File: src/rtl/cprv_csr_pkg.sv
// Shared types and constants for the CSR access unit.
// Zicsr funct3 encodings, privilege levels and CSR addresses.
package cprv_csr_pkg;

  localparam logic [2:0] CSRRW  = 3'b001;
  localparam logic [2:0] CSRRS  = 3'b010;
  localparam logic [2:0] CSRRC  = 3'b011;
  localparam logic [2:0] CSRRWI = 3'b101;
  localparam logic [2:0] CSRRSI = 3'b110;
  localparam logic [2:0] CSRRCI = 3'b111;

  localparam logic [1:0] PRIV_U = 2'd0;
  localparam logic [1:0] PRIV_S = 2'd1;
  localparam logic [1:0] PRIV_M = 2'd3;

  // addr[11:10] value marking a read-only CSR
  localparam logic [1:0] CSR_RO = 2'b11;

  localparam logic [11:0] CSR_SSTATUS  = 12'h100;
  localparam logic [11:0] CSR_MSTATUS  = 12'h300;
  localparam logic [11:0] CSR_MISA     = 12'h301;
  localparam logic [11:0] CSR_MIE      = 12'h304;
  localparam logic [11:0] CSR_MTVEC    = 12'h305;
  localparam logic [11:0] CSR_MSCRATCH = 12'h340;
  localparam logic [11:0] CSR_MEPC     = 12'h341;
  localparam logic [11:0] CSR_MCAUSE   = 12'h342;
  localparam logic [11:0] CSR_CYCLE    = 12'hC00;
  localparam logic [11:0] CSR_MHARTID  = 12'hF14;

  typedef enum logic [1:0] {
    S_IDLE,
    S_READ,
    S_WRITE,
    S_RESP
  } state_t;

endpackage

File: src/rtl/cprv_csr_perm_check.sv
// Combinational legality check for a Zicsr access:
// opcode, privilege level and read-only write attempts.
module cprv_csr_perm_check
  import cprv_csr_pkg::*;
(
  input  logic [3:0] addr_hi,
  input  logic [1:0] priv,
  input  logic [1:0] op,
  input  logic       do_write,
  output logic       illegal
);

  logic bad_op;
  logic bad_priv;
  logic bad_ro;

  assign bad_op   = (op == 2'b00);
  assign bad_priv = (addr_hi[1:0] > priv);
  assign bad_ro   = do_write && (addr_hi[3:2] == CSR_RO);
  assign illegal  = bad_op || bad_priv || bad_ro;

endmodule

File: src/rtl/cprv_csr_access_unit.sv
// Zicsr initiator: read-modify-write of one CSR per request,
// returning the old value or an illegal flag to the pipeline.
module cprv_csr_access_unit
  import cprv_csr_pkg::*;
#(
  parameter int ADDR_WIDTH = 12,
  parameter int DATA_WIDTH = 64
) (
  input  logic                  clk,
  input  logic                  rst_n,
  input  logic                  req_valid,
  output logic                  req_ready,
  input  logic [2:0]            req_funct3,
  input  logic [ADDR_WIDTH-1:0] req_csr_addr,
  input  logic [4:0]            req_rs1_idx,
  input  logic [DATA_WIDTH-1:0] req_rs1_data,
  input  logic [1:0]            priv_mode,
  output logic                  resp_valid,
  input  logic                  resp_ready,
  output logic [DATA_WIDTH-1:0] resp_rdata,
  output logic                  resp_illegal,
  output logic [ADDR_WIDTH-1:0] csr_addr,
  output logic [DATA_WIDTH-1:0] csr_wdata,
  output logic                  csr_w_en,
  output logic [1:0]            csr_priv_mode,
  input  logic [DATA_WIDTH-1:0] csr_rdata
);

  state_t                state;
  logic [1:0]            op_q;
  logic [DATA_WIDTH-1:0] opnd_q;
  logic [DATA_WIDTH-1:0] old_q;
  logic                  src_zero_q;
  logic                  do_write;
  logic                  illegal;
  logic [DATA_WIDTH-1:0] wdata_next;
  logic [DATA_WIDTH-1:0] zimm;

  assign zimm = {{(DATA_WIDTH-5){1'b0}}, req_rs1_idx};

  // RW always writes; RS/RC only when the source is not x0/zimm 0
  assign do_write = (op_q == 2'b01) || !src_zero_q;

  cprv_csr_perm_check u_perm (
    .addr_hi  (csr_addr[ADDR_WIDTH-1:ADDR_WIDTH-4]),
    .priv     (csr_priv_mode),
    .op       (op_q),
    .do_write (do_write),
    .illegal  (illegal)
  );

  always_comb begin
    wdata_next = opnd_q;
    case (op_q)
      2'b10:   wdata_next = csr_rdata | opnd_q;
      2'b11:   wdata_next = csr_rdata & ~opnd_q;
      default: wdata_next = opnd_q;
    endcase
  end

  always_ff @(posedge clk or negedge rst_n) begin
    if (!rst_n) begin
      state         <= S_IDLE;
      req_ready     <= 1'b1;
      resp_valid    <= 1'b0;
      resp_illegal  <= 1'b0;
      resp_rdata    <= '0;
      csr_w_en      <= 1'b0;
      csr_addr      <= '0;
      csr_wdata     <= '0;
      csr_priv_mode <= PRIV_M;
      op_q          <= '0;
      opnd_q        <= '0;
      old_q         <= '0;
      src_zero_q    <= 1'b0;
    end else begin
      unique case (state)
        S_IDLE: begin
          if (req_valid) begin
            op_q          <= req_funct3[1:0];
            csr_addr      <= req_csr_addr;
            csr_priv_mode <= priv_mode;
            opnd_q        <= req_funct3[2] ? zimm : req_rs1_data;
            src_zero_q    <= (req_rs1_idx == 5'd0);
            req_ready     <= 1'b0;
            state         <= S_READ;
          end
        end
        S_READ: begin
          if (illegal) begin
            old_q        <= '0;
            resp_rdata   <= '0;
            resp_illegal <= 1'b1;
            resp_valid   <= 1'b1;
            state        <= S_RESP;
          end else if (do_write) begin
            old_q     <= csr_rdata;
            csr_wdata <= wdata_next;
            csr_w_en  <= 1'b1;
            state     <= S_WRITE;
          end else begin
            old_q        <= csr_rdata;
            resp_rdata   <= csr_rdata;
            resp_illegal <= 1'b0;
            resp_valid   <= 1'b1;
            state        <= S_RESP;
          end
        end
        S_WRITE: begin
          csr_w_en     <= 1'b0;
          resp_rdata   <= old_q;
          resp_illegal <= 1'b0;
          resp_valid   <= 1'b1;
          state        <= S_RESP;
        end
        S_RESP: begin
          if (resp_ready) begin
            resp_valid   <= 1'b0;
            resp_illegal <= 1'b0;
            req_ready    <= 1'b1;
            state        <= S_IDLE;
          end
        end
      endcase
    end
  end

endmodule

File: config.mk
export PLATFORM = sky130hd
export DESIGN_NAME = cprv_csr_access_unit
export DESIGN_NICKNAME = d
export VERILOG_FILES = /design/src/rtl/cprv_csr_pkg.sv /design/src/rtl/cprv_csr_perm_check.sv /design/src/rtl/cprv_csr_access_unit.sv
export SDC_FILE = /design/constraint.sdc
export NUM_CORES = 1
export LEC_CHECK = 0
export CORE_MARGIN = 2
export CORE_UTILIZATION = 35
export CTS_BUF_LIST = sky130_fd_sc_hd__clkbuf_16
export CTS_CLUSTER_DIAMETER = 80
export DETAILED_ROUTE_END_ITERATION = 10
export PLACE_DENSITY = 0.62
export SYNTH_ARGS = -nofsm -noshare
export SYNTH_HDL_FRONTEND = slang
export SYNTH_SLANG_ARGS = --single-unit
File: constraint.sdc
create_clock -name clk -period 2.1 [get_ports clk]
set_input_delay 0.21 -clock clk [delete_from_list [all_inputs] [get_ports clk]]
set_output_delay 0.21 -clock clk [all_outputs]
set_load 0.005 [all_outputs]
== After elaboration in Yosys (flattened, before gate mapping) ==
Index checks and enable logic that the tools add are counted.

* Register bits after elaboration: 279
* Latch bits: 0
* RAM bits: 0
* ROM bits: 0
* Input bits: 154
* Output and inout bits: 146
* Word-level logic and storage cells: 72
* Memories: 0

* Add/sub/neg operators: 0
* $mul: 0
* Divide/modulo/power cells: 0
* Magnitude comparators: 1
* Eq/ne operators: 12
* Shift operators: 0
* Muxes and demuxes: 24
* Bitwise logic cells: 4
* Reduce and logical (&&, ||, !) cells: 18

{| class="wikitable"
|+ Operators with widths
! cell !! count
|-
| two-way mux 64 bit || 4
|-
| case mux 64 bit (2 select lines) || 2
|-
| bitwise AND 64 bit || 1
|-
| inverter 64 bit || 1
|-
| bitwise OR 64 bit || 1
|-
| AND reduction 3 bit || 4
|-
| two-way mux 1 bit || 11
|-
| == test 2 bit (second input constant) || 5
|-
| case mux 2 bit (4 select lines) || 1
|-
| inequality test 2 bit (second input constant) || 3
|-
| case mux 1 bit (3 select lines) || 2
|-
| AND reduction 2 bit || 3
|-
| logical NOT 5 bit || 1
|-
| == test 2 x 1 -> 1 bit (second input constant) || 2
|-
| logical NOT 2 bit || 2
|-
| two-way mux 2 bit || 2
|-
| case mux 1 bit (2 select lines) || 2
|-
| nonzero test 2 bit || 2
|-
| logical OR 1 bit || 3
|-
| inequality test 3 bit (second input constant) || 1
|-
| nonzero test 3 bit || 1
|-
| > comparator 2 bit || 1
|-
| inequality test 2 x 1 -> 1 bit (second input constant) || 1
|-
| logical AND 1 bit || 1
|-
| other kinds (2) || 2
|}

== Depth between registers and ports, before layout ==
Gate-level depths: netlist (run 1).

* Word-level depth: 6
* Mapped depth: 9
* Mapped depth without buffers: 7

== Modules after synthesis ==
A second synthesis (run 1) with hierarchy kept.

* Cell total of the unflattened synthesis: 1193
* Area, all modules: 12968.7 sq um

{| class="wikitable"
|+ Modules (own cells, without submodules)
! module !! times used !! cells each !! area each (sq um) !! sequential area each (sq um)
|-
| cprv_csr_access_unit || 1 || 1184 || 12908.6 || 6985.4
|-
| cprv_csr_perm_check || 1 || 9 || 60.1 || 0.0
|}

== Worst setup path before layout (run 1) ==
Ideal clock, no wire load.

* Kind: register to register
* Start: register csr_priv_mode[1]
* End: register resp_rdata[60]
* Library setup time: 0.073 ns
* Arrival: 2.145 ns
* Data required time: 2.027 ns
* Slack: -0.118 ns
* Cell stages (with the launch flop): 9
* Cell sequence: dfstp_2 -> inv_1 -> ha_1 -> nor2b_4 -> o21a_4 -> nor4_4 -> buf_6 -> a22oi_2 -> a21oi_2

* Cells in the longest elaborated chain, start to end: 5
* Elaborated cells on any way between the ends: 7

{| class="wikitable"
|+ RTL lines
! item !! RTL line !! source
|-
| start, declared || cprv_csr_access_unit.sv:25 || <nowiki>output logic [1:0] csr_priv_mode,</nowiki>
|-
| start signal, assigned || cprv_csr_access_unit.sv:82 || <nowiki>csr_priv_mode <= priv_mode;</nowiki>
|-
| > comparator 2 bit * || cprv_csr_perm_check.sv:18 || <nowiki>assign bad_priv = (addr_hi[1:0] > priv);</nowiki>
|-
| logical OR 1 bit * (2 in series) || cprv_csr_perm_check.sv:20 || <nowiki>assign illegal = bad_op || bad_priv || bad_ro;</nowiki>
|-
| two-way mux 64 bit or inequality test 3 bit (tied branches) || -- ||
|-
| case mux 64 bit (2 select lines) or AND reduction 2 bit (tied branches) || -- ||
|-
| end signal, assigned || cprv_csr_access_unit.sv:103 || <nowiki>resp_rdata <= csr_rdata;</nowiki>
|-
| end signal, assigned || cprv_csr_access_unit.sv:111 || <nowiki>resp_rdata <= old_q;</nowiki>
|-
| end, declared || cprv_csr_access_unit.sv:20 || <nowiki>output logic [DATA_WIDTH-1:0] resp_rdata,</nowiki>
|}

Mark *: on every way between the ends. The rest lies on a longest branch, timed or not.
A chain may end at the register's enable or synchronous reset.

== Worst setup path after layout (run 1) ==
* Start: register csr_priv_mode[1]
* End: register resp_rdata[23]

The elaborated chain is that of the path after synthesis.

==> metrics, run 1 <==
grt ovf 0; Final Wtd Congestion 0.7770; worst reg2reg path startpoint csr_priv_mode[1]$_DFFE_PN1P_; Final period util 0.9746; clk_skew 0.008804 ns; Crit path buffers/inverters 3; CTS tree built; Pwr per Cell Area 1739 nW/um^2; layout cells sized above 1 0.1519; DR WL/cell 19.27 um; slew margin rel. 0.5744; Die Area 36500 um^2; worst vdd ir 1.026 mV; Critical Path Most Common Cell buf_6; Reg2Reg Depth 9; r2r setup slk 0.05 ns; first-pass GRT wire length 56640 um; EDFF count, synth 0; Post-Layout Cell Count 1938; CTS root buf clkbuf_16; row count 68; ranking of synthesized cells by area dfrtp_1 56%, a22oi_2 6.1%, a21oi_1 5.2%; achievable frequency 488.6 MHz; hpwl dp 24590 um; Mapped Area 12250 um^2; area delta synth->final 43.19%; Slew @ Worst Pin 0.6385 ns; antenna violations before repair 2; Total Routing Usage GR 0.1962; critical path class flip-flop to flip-flop; clk_lat worst skew 0.50 ns; core area 34460 um^2; Cells after Synth 1148; Crit-path slowest cell dfstp_2; setup tns final 0 ns; max-slew violation count 0; WHS 0.2407 ns; Max stage delay on crit path 0.54 ns; worst flop-to-flop path endpoint resp_rdata[23]$_DFFE_PN0P_; ys async rst share 1.000; IO Pins 300; Die Y 191.1 um; unrepaired setup endpoints after global routing yes; CTS sink cnt 279; YS warnings 0; crit-path cells inv_2 > ha_4 > nor2b_4 > o21a_4 > nor4_4 > buf_6 > buf_6 > a22oi_2 > a21oi_1; Total Routed Length 37340 um; final hold vios 0; Starting DRT DRC Count 449; critical path required time 2.52 ns; Final setup viols 0; TritonCTS buffer count 34; via count of the routed design 9882; initial core utilization 0.3554; drt first pass iters 5; Min-Delay Path Class input pin to asynchronous set/reset pin; pin count of the biggest net entering global routing 88; Clk pin slew, worst setup/hold paths 0.06 ns; vias in the first global route 10060; Die Width 191.1 um; sequential area share after synthesis 0.5705; crit path DAT 2.47 ns; Setup crit end kind flip-flop; most frequent cells in the layout 297 x clkdlybuf4s50_1, 275 x dfrtp_1, 137 x nand2_1, 124 x a21oi_1, 99 x nor2_1; cell taking the most area after synthesis dfrtp_1; Final ANT Viol Nets 0; Yosys reg bits 279; status completed; PortBufs 299; Longest Clk Path Bufs 3; post-layout min period 2.047 ns; crit-path leading delay family flip-flops; max capacitance violation total 0; H-tree Lvls 2; leakage power 7.613 nW; Placed Instances 1867; Main synth FF type dfrtp_1; commonest non-fill, non-tap cell in the layout clkdlybuf4s50_1; syn_nets 1308; top-area cell type share of the netlist area 0.5640; Vias/cell 5.099; DRC violations left 0; Mean Syn Cell Area 10.67 um^2; startpoint type of the worst setup path flip-flop; # nets final 1618; crit path max fanout 6; Unique masters post-synth 37
## registers in the layout, summed over array words and instances, names as in the netlist
signal and count:
resp_valid 1, csr_wdata 64, opnd_q 64, csr_priv_mode 2, csr_w_en 1, state 2
src_zero_q 1, resp_illegal 1, old_q 64, csr_addr 12, req_ready 1, resp_rdata 64
op_q 2
## worst max-delay path by stage
| stage | from | to | depth (start not counted) |
|---|---|---|---|
| after floorplan | csr_priv_mode[1]$_DFFE_PN1P_ | old_q[10]$_DFFE_PN0P_ | 7 |
| after global placement | csr_priv_mode[1]$_DFFE_PN1P_ | old_q[33]$_DFFE_PN0P_ | 8 |
| after detailed placement | csr_priv_mode[1]$_DFFE_PN1P_ | csr_wdata[20]$_DFFE_PN0P_ | 8 |
| after CTS | csr_priv_mode[1]$_DFFE_PN1P_ | csr_wdata[20]$_DFFE_PN0P_ | 8 |
| after global routing | csr_priv_mode[1]$_DFFE_PN1P_ | resp_rdata[41]$_DFFE_PN0P_ | 10 |
| final | csr_priv_mode[1]$_DFFE_PN1P_ | resp_rdata[23]$_DFFE_PN0P_ | 9 |
## per-stage QoR
stage	utilization	power, mW	cell area (um^2)	setup slack (ns)
finish	0.5089	30.49	17530	0.05338
global route	0.5088	32.56	17530	-0.03939
CTS	0.4996	29.29	17210	0.004683
detailed placement	0.4664	23.22	16070	0.004914
global placement	0.4664	22.92	16070	0.03500
floorplan	-	16.77	12250	-0.01215
## power breakdown
part,internal (mW),switching (mW)
Sequential,7.81,1.53
Combinational,7.72,7.51
Clock,3.65,2.27
Total,19.2,11.3
## metal layers
layer	track usage	share of wire	vias up
met3	0.05140	0.072	42
met4	0.04941	0.018	0
li1	-	-	4675
met5	0	0	-
met1	0.2629	0.44	4881
met2	0.3165	0.47	284
## layout make-up
cell class | count | area [um^2]
Antenna cell | 2 | 5.005
Clock buffer | 37 | 925.9
Clock inverter | 22 | 206.4
Fill cell | 3168 | 16920
Inverter | 7 | 26.28
Multi-Input combinational cell | 770 | 4880
Sequential cell | 279 | 6987
Tap cell | 455 | 569.3
Timing Repair Buffer | 366 | 3935
## cell usage after synthesis (3+ instances only)
library cell,number
a211oi_1,29
nor2_1,100
a21oi_2,5
inv_1,7
nand2_1,138
ha_1,6
a21oi_1,128
clkbuf_1,58
a22oi_1,4
buf_1,10
dfrtp_1,276
buf_2,12
o21ai_0,94
a22oi_2,60
a21o_1,32
nand2b_1,60
mux2_2,17
dfstp_2,3
a22o_1,65
buf_6,12
nor3_1,3
o21ai_1,6
mux2i_1,7
## kinds of logic after synthesis
logic type	synth area share
simple gates	0.1131
compound gates	0.2500
fa+ha+maj	0.006130
buf+inv	0.03893
mux	0.02135
flops	0.5705
## repair_timing
item                                   CTS  global route
hold buffers                             1             0
gates resized for setup                  0            26
setup buffers                            0             1
pin swaps                                2            16
setup endpoints to repair                2           176
gates cloned                             0             9
endpoints found under the hold margin   45             0
No activity file was read; power rests on OpenSTA's default activity.
==> inputs of run 2 (changes only) <==
--- a/config.mk
+++ b/config.mk
@@ -10,7 +10,7 @@
 export CTS_BUF_LIST = sky130_fd_sc_hd__clkbuf_16
 export CTS_CLUSTER_DIAMETER = 80
 export DETAILED_ROUTE_END_ITERATION = 10
-export PLACE_DENSITY = 0.62
+export PLACE_DENSITY = 0.6
 export SYNTH_ARGS = -nofsm -noshare
 export SYNTH_HDL_FRONTEND = slang
 export SYNTH_SLANG_ARGS = --single-unit
==> constraint.sdc (replaced) <==
create_clock -name clk -period 2 [get_ports clk]
set_input_delay 0.2 -clock clk [delete_from_list [all_inputs] [get_ports clk]]
set_output_delay 0.2 -clock clk [all_outputs]
set_load 0.005 [all_outputs]
==> metrics, run 2 (synthesized netlist as in run 1, its figures left out) <==
vias in the first global route 10140; H-tree Lvls 1; leakage power 7.655 nW; crit path max fanout 10; Final period util 1.004; worst vdd ir 0.9524 mV; post-layout min period 2.008 ns; Crit path buffers/inverters 4; unrepaired setup endpoints after global routing yes; slew margin rel. 0.5675; max-slew violation count 0; final hold vios 0; CTS root buf clkbuf_16; first-pass GRT wire length 56900 um; clk_lat worst skew 0.57 ns; Die Y 191.1 um; sequential power share 0.304; Longest Clk Path Bufs 3; violated checks setup timing; WP depth 9; startpoint type of the worst setup path flip-flop; Setup crit end kind flip-flop; grt ovf 0; critical path required time 2.48 ns; total power 32.30 mW; clk_skew 0.03075 ns; Min-Delay Path Class input pin to flip-flop; Clk pin slew, worst setup/hold paths 0.06 ns; Die Width 191.1 um; Final ANT Viol Nets 0; TritonCTS buffer count 31; clock network fraction of total power 0.183; internal power 20.35 mW; IO Pins 300; achievable frequency 498.1 MHz; CTS sink cnt 279; Final setup viols 14; Net Sw Power 11.95 mW; combinational power share 0.513; max capacitance violation total 0; Starting DRT DRC Count 341; via count of the routed design 9828; critical path class flip-flop to flip-flop; Vias/cell 5.066; core area 34460 um^2; Final Wtd Congestion 0.7713; pin count of the biggest net entering global routing 69; Reg2Reg Depth 9; Max stage delay on crit path 0.53 ns; row count 68; worst setup margin -0.007739 ns; hpwl dp 24340 um; crit path DAT 2.49 ns; Slew @ Worst Pin 0.6487 ns; layout cells sized above 1 0.1591; Die Area 36500 um^2; Total Routed Length 37250 um; status finished, violations left; initial core utilization 0.3554; DRC violations left 0; crit-path leading delay family compound AO/OA/AOI/OAI gates; drt first pass iters 4; PortBufs 299; Crit-path slowest cell dfstp_2; most frequent cells in the layout 297 x clkdlybuf4s50_1, 275 x dfrtp_1, 137 x nand2_1, 114 x a21oi_1, 100 x nor2_1; switching power share of the total 0.3699; CTS tree built; antenna violations before repair 3; WHS 0.1890 ns; area delta synth->final 44.03%; Pwr per Cell Area 1831 nW/um^2; DP Worst Slack -0.05632 ns; DR WL/cell 19.20 um; Total Routing Usage GR 0.1966; commonest non-fill, non-tap cell in the layout clkdlybuf4s50_1; crit-path cells inv_2 > ha_4 > nor2b_4 > o21ai_2 > a31oi_4 > buf_12 > buf_12 > buf_16 > a21oi_1; # nets final 1620; Hold Path Stages 3; Critical Path Most Common Cell buf_12
-- run 2: area by class of cell --
| cell class | count | area (um^2) |
|---|---|---|
| antenna | 2 | 5.005 |
| clock buffer | 31 | 775.7 |
| clock inverter | 25 | 274.0 |
| fill | 3117 | 16820 |
| inverter | 7 | 26.28 |
| multi-input combinational | 770 | 4900 |
| sequential | 279 | 6987 |
| tap | 455 | 569.3 |
| timing repair buffer | 371 | 4100 |
-- run 2: per-layer routing --
metal / vias up / routed length (um) / GRT usage
met5: - / 13 / 0
met4: 2 / 918 / 0.05385
met3: 59 / 2541 / 0.04957
met2: 290 / 17290 / 0.3200
met1: 4802 / 16480 / 0.2608
li1: 4675 / - / -
-- run 2: worst reg2reg max path, cell delays in order (launching register included) --
cell and delay, ns:
dfstp_2 0.53, inv_2 0.04, ha_4 0.20, nor2b_4 0.13, o21ai_2 0.25, a31oi_4 0.17, buf_12 0.18, buf_12 0.14
buf_16 0.14, a21oi_1 0.14
-- run 2: final timing paths --
kind	slack, ns	startpoint	endpoint
setup / recovery	-0.008	csr_priv_mode[1]$_DFFE_PN1P_	resp_rdata[27]$_DFFE_PN0P_
hold / removal	0.19	req_rs1_data[50]	opnd_q[50]$_DFFE_PN0P_
setup reg to reg	-0.008	csr_priv_mode[1]$_DFFE_PN1P_	resp_rdata[27]$_DFFE_PN0P_
hold reg to reg	0.48	csr_wdata[57]$_DFFE_PN0P_	csr_wdata[57]$_DFFE_PN0P_
max in group asynchronous	1.09	rst_n	csr_priv_mode[0]$_DFFE_PN1P_
min in group asynchronous	0.20	rst_n	resp_rdata[10]$_DFFE_PN0P_
-- run 2: through the flow --
stage | TNS [ns] | area (um^2) | utilization | cells
finish | -0.04000 | 17640 | 0.5118 | 1940
global route | -9.979 | 17630 | 0.5118 | 1939
CTS | -0.6705 | 17310 | 0.5023 | 1928
detailed placement | -3.269 | 16120 | 0.4679 | 1867
global placement | -0.5738 | 16120 | 0.4679 | 1867
floorplan | -11.34 | 12280 | - | 1148
-- run 2: repair_timing --
| item | 4_1_cts | 5_1_grt |
|---|---|---|
| endpoints found under the hold margin | 54 | 0 |
| gates resized for setup | 13 | 23 |
| pin swaps | 2 | 27 |
| cloned | 2 | 10 |
| setup endpoints to repair | 165 | 173 |
| hold buffers | 1 | 0 |
| buffers inserted | 2 | 1 |
-- run 2: power groups by stage --
| stage | sequential [mW] | clock (mW) | combinational [mW] |
|---|---|---|---|
| CTS | 9.83 | 6.06 | 15.4 |
| global placement | 9.83 | 0 | 14.6 |
| detailed placement | 9.88 | 0 | 14.9 |
| global route | 10.1 | 6.28 | 18.1 |
| floorplan | 9.66 | 0 | 8.02 |
| finish | 9.82 | 5.91 | 16.6 |
